--- config.mk ---
export PLATFORM = sky130hd
export DESIGN_NAME = send_arbiter
export DESIGN_NICKNAME = d
export VERILOG_FILES = /design/src/rtl/send_arbiter.sv
export SDC_FILE = /design/constraint.sdc
export NUM_CORES = 1
export LEC_CHECK = 0
export CORE_AREA = 2 2 146 148
export CTS_BUF_LIST = sky130_fd_sc_hd__clkbuf_8
export CTS_CLUSTER_DIAMETER = 30
export DETAILED_ROUTE_END_ITERATION = 8
export DIE_AREA = 0 0 148 150
export DONT_BUFFER_PORTS = 1
export GPL_ROUTABILITY_DRIVEN = 0
export HOLD_SLACK_MARGIN = 0.1
export PLACE_DENSITY_LB_ADDON = 0.05
export SETUP_SLACK_MARGIN = 0.5
export SLEW_MARGIN = 10
export SYNTH_ARGS = -nofsm -noshare
export SYNTH_HDL_FRONTEND = slang
export SYNTH_SLANG_ARGS = --single-unit
--- constraint.sdc ---
create_clock -name clk -period 1.9 [get_ports clk]
set_input_delay 0.19 -clock clk [delete_from_list [all_inputs] [get_ports clk]]
set_output_delay 0.19 -clock clk [all_outputs]
set_load 0.02 [all_outputs]
--- src/rtl/send_arbiter.sv ---
// Round-robin arbiter sharing one serial sender between two pattern sources.
// Queues one request per source, latches the winner's word, pulses sendGo and tracks sendBusy.
module send_arbiter #(
  parameter int WIDTH       = 120,
  parameter int ACK_TIMEOUT = 16,
  parameter int GAP         = 4
) (
  input  logic             clk,
  input  logic             reset,
  input  logic             go0,
  input  logic [WIDTH-1:0] data0,
  input  logic             go1,
  input  logic [WIDTH-1:0] data1,
  output logic             ready0,
  output logic             ready1,
  output logic             sendGo,
  output logic [WIDTH-1:0] sendData,
  input  logic             sendBusy,
  output logic [1:0]       grant,
  output logic             timeoutErr
);

  // state     | meaning
  // IDLE      | no transfer; pick a winner from the pending requests
  // START     | one-cycle sendGo to the sender
  // WAIT_ACK  | waiting for sendBusy to rise, bounded by ACK_TIMEOUT
  // WAIT_DONE | sender shifting; wait for sendBusy to fall
  // GAP       | enforced idle time before the next grant
  localparam logic [2:0] S_IDLE      = 3'd0;
  localparam logic [2:0] S_START     = 3'd1;
  localparam logic [2:0] S_WAIT_ACK  = 3'd2;
  localparam logic [2:0] S_WAIT_DONE = 3'd3;
  localparam logic [2:0] S_GAP       = 3'd4;

  localparam int CNT_MAX = (ACK_TIMEOUT > GAP) ? ACK_TIMEOUT : GAP;
  localparam int CW      = $clog2(CNT_MAX + 1);
  localparam logic [CW-1:0] ACK_TC = CW'(ACK_TIMEOUT - 1);
  localparam logic [CW-1:0] GAP_TC = CW'(GAP - 1);

  logic [2:0]       state_q, state_d;
  logic             pend0_q, pend0_d;
  logic             pend1_q, pend1_d;
  logic             go0_prev_q, go0_prev_d;
  logic             go1_prev_q, go1_prev_d;
  logic             last_q, last_d;
  logic [CW-1:0]    cnt_q, cnt_d;
  logic [WIDTH-1:0] data_q, data_d;
  logic [1:0]       grant_q, grant_d;
  logic             tmo_q, tmo_d;

  logic rise0, rise1;
  logic clr0, clr1;
  logic win;

  assign rise0      = go0 & ~go0_prev_q;
  assign rise1      = go1 & ~go1_prev_q;
  assign go0_prev_d = go0;
  assign go1_prev_d = go1;

  always_comb begin
    state_d = state_q;
    cnt_d   = cnt_q;
    data_d  = data_q;
    grant_d = grant_q;
    last_d  = last_q;
    tmo_d   = 1'b0;
    clr0    = 1'b0;
    clr1    = 1'b0;
    win     = 1'b0;
    case (state_q)
      S_IDLE: begin
        if (pend0_q || pend1_q) begin
          // on a tie the requester that did not win last time goes first
          win     = (pend0_q && pend1_q) ? ~last_q : pend1_q;
          data_d  = win ? data1 : data0;
          grant_d = win ? 2'b10 : 2'b01;
          last_d  = win;
          clr0    = ~win;
          clr1    = win;
          state_d = S_START;
        end
      end
      S_START: begin
        cnt_d   = '0;
        state_d = S_WAIT_ACK;
      end
      S_WAIT_ACK: begin
        if (sendBusy) begin
          state_d = S_WAIT_DONE;
        end else if (cnt_q == ACK_TC) begin
          tmo_d   = 1'b1;
          grant_d = 2'b00;
          cnt_d   = '0;
          state_d = S_GAP;
        end else begin
          cnt_d = cnt_q + 1'b1;
        end
      end
      S_WAIT_DONE: begin
        if (!sendBusy) begin
          grant_d = 2'b00;
          cnt_d   = '0;
          state_d = S_GAP;
        end
      end
      S_GAP: begin
        if (cnt_q == GAP_TC) begin
          state_d = S_IDLE;
        end else begin
          cnt_d = cnt_q + 1'b1;
        end
      end
      default: begin
        grant_d = 2'b00;
        state_d = S_IDLE;
      end
    endcase
    // a new edge in the granting cycle keeps the request queued
    pend0_d = rise0 | (pend0_q & ~clr0);
    pend1_d = rise1 | (pend1_q & ~clr1);
  end

  always_ff @(posedge clk or negedge reset) begin
    if (!reset) begin
      state_q    <= S_IDLE;
      pend0_q    <= 1'b0;
      pend1_q    <= 1'b0;
      go0_prev_q <= 1'b0;
      go1_prev_q <= 1'b0;
      last_q     <= 1'b1;
      cnt_q      <= '0;
      data_q     <= '0;
      grant_q    <= 2'b00;
      tmo_q      <= 1'b0;
    end else begin
      state_q    <= state_d;
      pend0_q    <= pend0_d;
      pend1_q    <= pend1_d;
      go0_prev_q <= go0_prev_d;
      go1_prev_q <= go1_prev_d;
      last_q     <= last_d;
      cnt_q      <= cnt_d;
      data_q     <= data_d;
      grant_q    <= grant_d;
      tmo_q      <= tmo_d;
    end
  end

  assign sendGo     = (state_q == S_START);
  assign sendData   = data_q;
  assign grant      = grant_q;
  assign timeoutErr = tmo_q;
  assign ready0     = ~pend0_q & (grant_q != 2'b01);
  assign ready1     = ~pend1_q & (grant_q != 2'b10);

endmodule

==> summary.md, run 1 <==
| Metric | Value |
|---|---|
| Number of core rows | `53` |
| Post-synth cell types | `35` |
| Placed Cells incl. Taps | `851` |
| Warning count from the yosys run | `0` |
| Mapped Cells | `605` |
| Clock root buffer | `clkbuf_8` |
| Status | `did not finish` |
| Post-CTS Hold Fix Bufs | `184` |
| Error | `[ERROR RSZ-0060] Max buffer count reached.` |
| Chip width | `148 um` |
| Mean Syn Cell Area | `10.43 um2` |
| Port bufs | `0` |
| Post-CTS resize count | `60` |
| Seq/Total Area, Yosys | `53.97%` |
| CTS Sinks | `136` |
| Initial Utilization | `30.49%` |
| Post-CTS Setup Bufs | `20` |
| Clock buffer depth | `2` |
| Seq cells post-synth | `136` |
| Post-Syn Nets | `853` |
| Cell Area, Synth | `6309 um2` |
| H-tree depth | `4` |
| Failed at | `clock tree synthesis` |
| DP HPWL | `12.08 mm` |
| Num CTS Buffers | `17` |
| Num ports | `371` |
| DIE HEIGHT | `150 um` |
-- kinds of logic after synthesis --
family	count (synthesis)	share of synthesized area [%]
and+or+nand+nor	147	9.679
adders and majority gates	3	0.5951
DFF	136	53.97
muxes	122	19.38
buffers and inverters	52	4.363
AOI/OAI and AO/OA	145	12.02
-- synthesized netlist by cell type (all sizes together) --
library cell    n  area share [%]
nand2b          3            0.30
o211ai          1            0.12
inv             9            0.54
nand3b          1            0.12
o21bai          1            0.12
nand2           5            0.30
mux2            1            0.18
dfrtp         135              54
nor3b           3            0.36
o21ai           5            0.40
o31a            1            0.14
o31ai           2            0.24
a32o            1            0.16
a21o            1            0.12
ha              3            0.60
nand3           2            0.16
nor3            1           0.079
mux2i         121              19
o221ai          1            0.14
dfstp           1            0.42
nor2b           1           0.099
a21boi          1            0.12
or2             2            0.20
or3             3            0.38
nor2          125             7.6
a21oi         129              10
a31oi           1           0.099
o2bb2ai         1            0.14
buf            43             3.8
nor4b           1            0.14
-- per-stage QoR --
step / worst slack (ns) / utilization [%] / area [um2] / hold WS (ns)
after detailed placement: 0.1658 / 31.98 / 6616 / -0.1021
after floorplan: 0.3653 / - / 6406 / -0.1056
after global placement: 0.2277 / 31.98 / 6616 / -0.1018
==> run 2, diff against run 1 <==
==> config.mk (replaced) <==
export PLATFORM = sky130hd
export DESIGN_NAME = send_arbiter
export DESIGN_NICKNAME = d
export VERILOG_FILES = /design/src/rtl/send_arbiter.sv
export SDC_FILE = /design/constraint.sdc
export NUM_CORES = 1
export LEC_CHECK = 0
export CORE_AREA = 2 2 146 148
export DETAILED_ROUTE_END_ITERATION = 8
export DIE_AREA = 0 0 148 150
export DONT_BUFFER_PORTS = 1
export GPL_ROUTABILITY_DRIVEN = 0
export PLACE_DENSITY_LB_ADDON = 0.15
export SLEW_MARGIN = 10
export SYNTH_ARGS = -nofsm -noshare
export SYNTH_HDL_FRONTEND = slang
export SYNTH_SLANG_ARGS = --single-unit
==> run 2 against run 1 <==
The flow now finishes, with violations (negative hold slack). Synthesized cell count unchanged. Synthesized area unchanged.
==> summary.md, run 2 <==
| Metric | Value |
|---|---|
| Clock buffer depth | `2 (unchanged)` |
| Violated checks | `negative hold slack` |
| Num CTS Buffers | `17 (unchanged)` |
| Vias/cell | `4.832` |
| Max FFs per register | `120` |
| Num ports | `371 (unchanged)` |
| Setup Crit Path Kind | `reg2reg` |
| Drt wl/cell | `17.43 um` |
| DP HPWL | `11.92 mm (was 12.08 mm)` |
| Setup crit start kind | `register` |
| Die ar. | `22200 um2` |
| Initial Utilization | `30.49% (unchanged)` |
| 1st-pass router iterations | `4` |
| Max-Cap Viols | `0` |
| Clock Skew | `0.007232 ns` |
| Crit-path slowest cell | `dfrtp_1` |
| DIE HEIGHT | `150 um (unchanged)` |
| Area leader, netlist | `dfrtp_1 (unchanged)` |
| Seq/Total Area, Yosys | `53.97% (unchanged)` |
| Post-CTS Hold Fix Bufs | `154 (was 184)` |
| Number of core rows | `53 (unchanged)` |
| DRC | `0` |
| Slew Limit Fails | `0` |
| TritonCTS clock tree | `yes` |
| Most common flop cell mapped by yosys | `dfrtp_1 (unchanged)` |
| Layout Nets | `1006` |
| Fillers | `1927` |
| Final setup viols | `0` |
| PwrDens | `1899 nW/um2` |
| Clock slew at the register clock pins of the worst setup and hold paths | `0.06 ns` |
| WP data required | `2.24 ns` |
| Switching Power | `0.007478 W` |
| Post-CTS resize count | `0 (was 60)` |
| Share of cells above drive strength 1 | `6.874%` |
| Cell Area, Synth | `6309 um2 (unchanged)` |
| Drt initial violations | `202` |
| Via count | `5054` |
| Hold Path Class | `in2async` |
| First-pass GRT wire length | `27.20 mm` |
| Clock Latency Late Sink | `0.42 ns` |
| DRT antenna net count | `0` |
| Status | `finished with violations (was did not finish)` |
| Post-CTS Setup Bufs | `0 (was 20)` |
| Slew Limit Headroom | `64.91%` |
| Final WL | `18.23 mm` |
| Top cells by area, synth | `dfrtp_1, mux2i_1, a21oi_1 (unchanged)` |
| Switching power share of the total | `44.41%` |
| R2r setup slk | `0.15 ns` |
| Clock Power Share | `21.0%` |
| Post-synth cell types | `35 (unchanged)` |
| Maximum fanout along the worst path | `35` |
| Vias in the first global route | `5070` |
| Pleak | `3.774 nW` |
| CP top delay family | `simple AND/OR/NAND/NOR gates` |
| Final Cycle Share | `92.23%` |
| Ys async rst share | `100.0% (unchanged)` |
| Post-Syn Nets | `853 (unchanged)` |
| Unrepaired setup endpoints after global routing | `false` |
| Mean Syn Cell Area | `10.43 um2 (unchanged)` |
| CTS Sinks | `136 (unchanged)` |
| CP Capture Type | `register` |
| Commonest non-fill, non-tap cell in the layout | `dlygate4sd3_1` |
| Mapped Cells | `605 (unchanged)` |
| Clock root buffer | `clkbuf_16 (was clkbuf_8)` |
| Port bufs | `0 (unchanged)` |
| Internal | `0.009360 W` |
| Top-area cell type share of the netlist area | `53.55% (unchanged)` |
| CP cell instances | `or3_4 > nor2_4 > buf_12 > buf_12 > nor2_1 > a21oi_1` |
| Most frequent cell after synthesis | `dfrtp_1 (unchanged)` |
| H-tree depth | `4 (unchanged)` |
| Crit path buf inv count | `2` |
| Initial antenna violation count | `0` |
| Data arrival, critical path | `2.09 ns` |
| Antenna diodes | `0` |
| Final Hold Viols | `136` |
| Largest net degree at the start of global routing | `137` |
| Post-synth EDFFs | `0 (unchanged)` |
| Combinational share of power | `37.5%` |
| GRT Total Usage | `15.70%` |
| TNS Setup | `0 ns` |
| Gr ovfl total | `0` |
| Minimum clock period | `1.752 ns` |
| Warning count from the yosys run | `0 (unchanged)` |
| Critical Path Max Stage Delay | `0.45 ns` |
| Most used cell along the critical path | `buf_12` |
| Worst-Margin Slew | `0.5281 ns` |
| Final hold slack | `-0.5392 ns` |
| Seq cells post-synth | `136 (unchanged)` |
| Commonest non-fill, non-tap cells in the layout | `dlygate4sd3_1, dfrtp_1, a21oi_1` |
| Core region area | `20690 um2` |
| Synth cell count leaders | `dfrtp_1, a21oi_1, nor2_1 (unchanged)` |
| Area Growth Syn to Fin | `40.56%` |
| Chip width | `148 um (unchanged)` |
| VDD IR max | `1.583 mV` |
| Seq pwr share | `41.5%` |
| Fmax | `570.7 MHz` |
==> run 2: layout make-up <==
cell class / instances / area, um2 / area share [%]
sequential: 136 / 3405 / 38.39
multi-input combinational: 417 / 2640 / 29.77
timing repair buffer: 177 / 1817 / 20.49
clock buffer: 19 / 432.9 / 4.882
tap: 275 / 344.1 / 3.880
clock inverter: 13 / 195.2 / 2.201
inverter: 9 / 33.78 / 0.3810
==> run 2: worst paths after layout <==
path / startpoint / endpoint / cells past startpoint
max reg2reg: state_q[0] / sendData[107] / 6
max: state_q[0] / sendData[107] / 6
min reg2reg: go0_prev_q / pend0_q / 1
max in group asynchronous: reset / last_q / 0
min: reset / sendData[116] / 0
min in group clk: data0[104] / sendData[104] / 2
==> run 2: cells by family (layout without fill, tap and decap cells) <==
family	count (synthesis)	count (layout)	share of synthesized area [%]
flops	136	136	53.97
fa+ha+maj	3	3	0.5951
mux	122	122	19.38
simple gates	147	147	9.679
compound gates	145	145	12.02
buf+inv	52	218	4.363
==> run 2: through the flow <==
step           setup slack (ns)  power, W  instances  util, %  area, um2
5_1_grt                 0.01110   0.01800       1046    42.86       8867
3_3_place_gp             0.2121   0.01292        854    32.08       6638
3_5_place_dp             0.1630   0.01312        854    32.08       6638
4_1_cts                  0.1444   0.01699       1040    42.57       8807
6_report                 0.1477   0.01684       1046    42.86       8867
2_1_floorplan            0.2723   0.01159        605        -       6309
==> run 2: metal layers <==
metal / track usage, % / part of all wire (%) / wire, um
met5: 0 / 0 / 0
met4: 6.619 / 2.1 / 384
met3: 5.152 / 8.2 / 1491
met1: 17.26 / 37 / 6809
met2: 27.85 / 52 / 9546
==> run 2: power groups by stage <==
stage | Sequential (W) | Clock, W | Combinational [W]
after global routing | 0.00715 | 0.00377 | 0.00709
after detailed placement | 0.00705 | 0 | 0.00607
final | 0.00699 | 0.00354 | 0.00631
after floorplan | 0.00657 | 0 | 0.00502
after CTS | 0.00701 | 0.00365 | 0.00633
after global placement | 0.00707 | 0 | 0.00585
(Power assumes the default switching activity.)
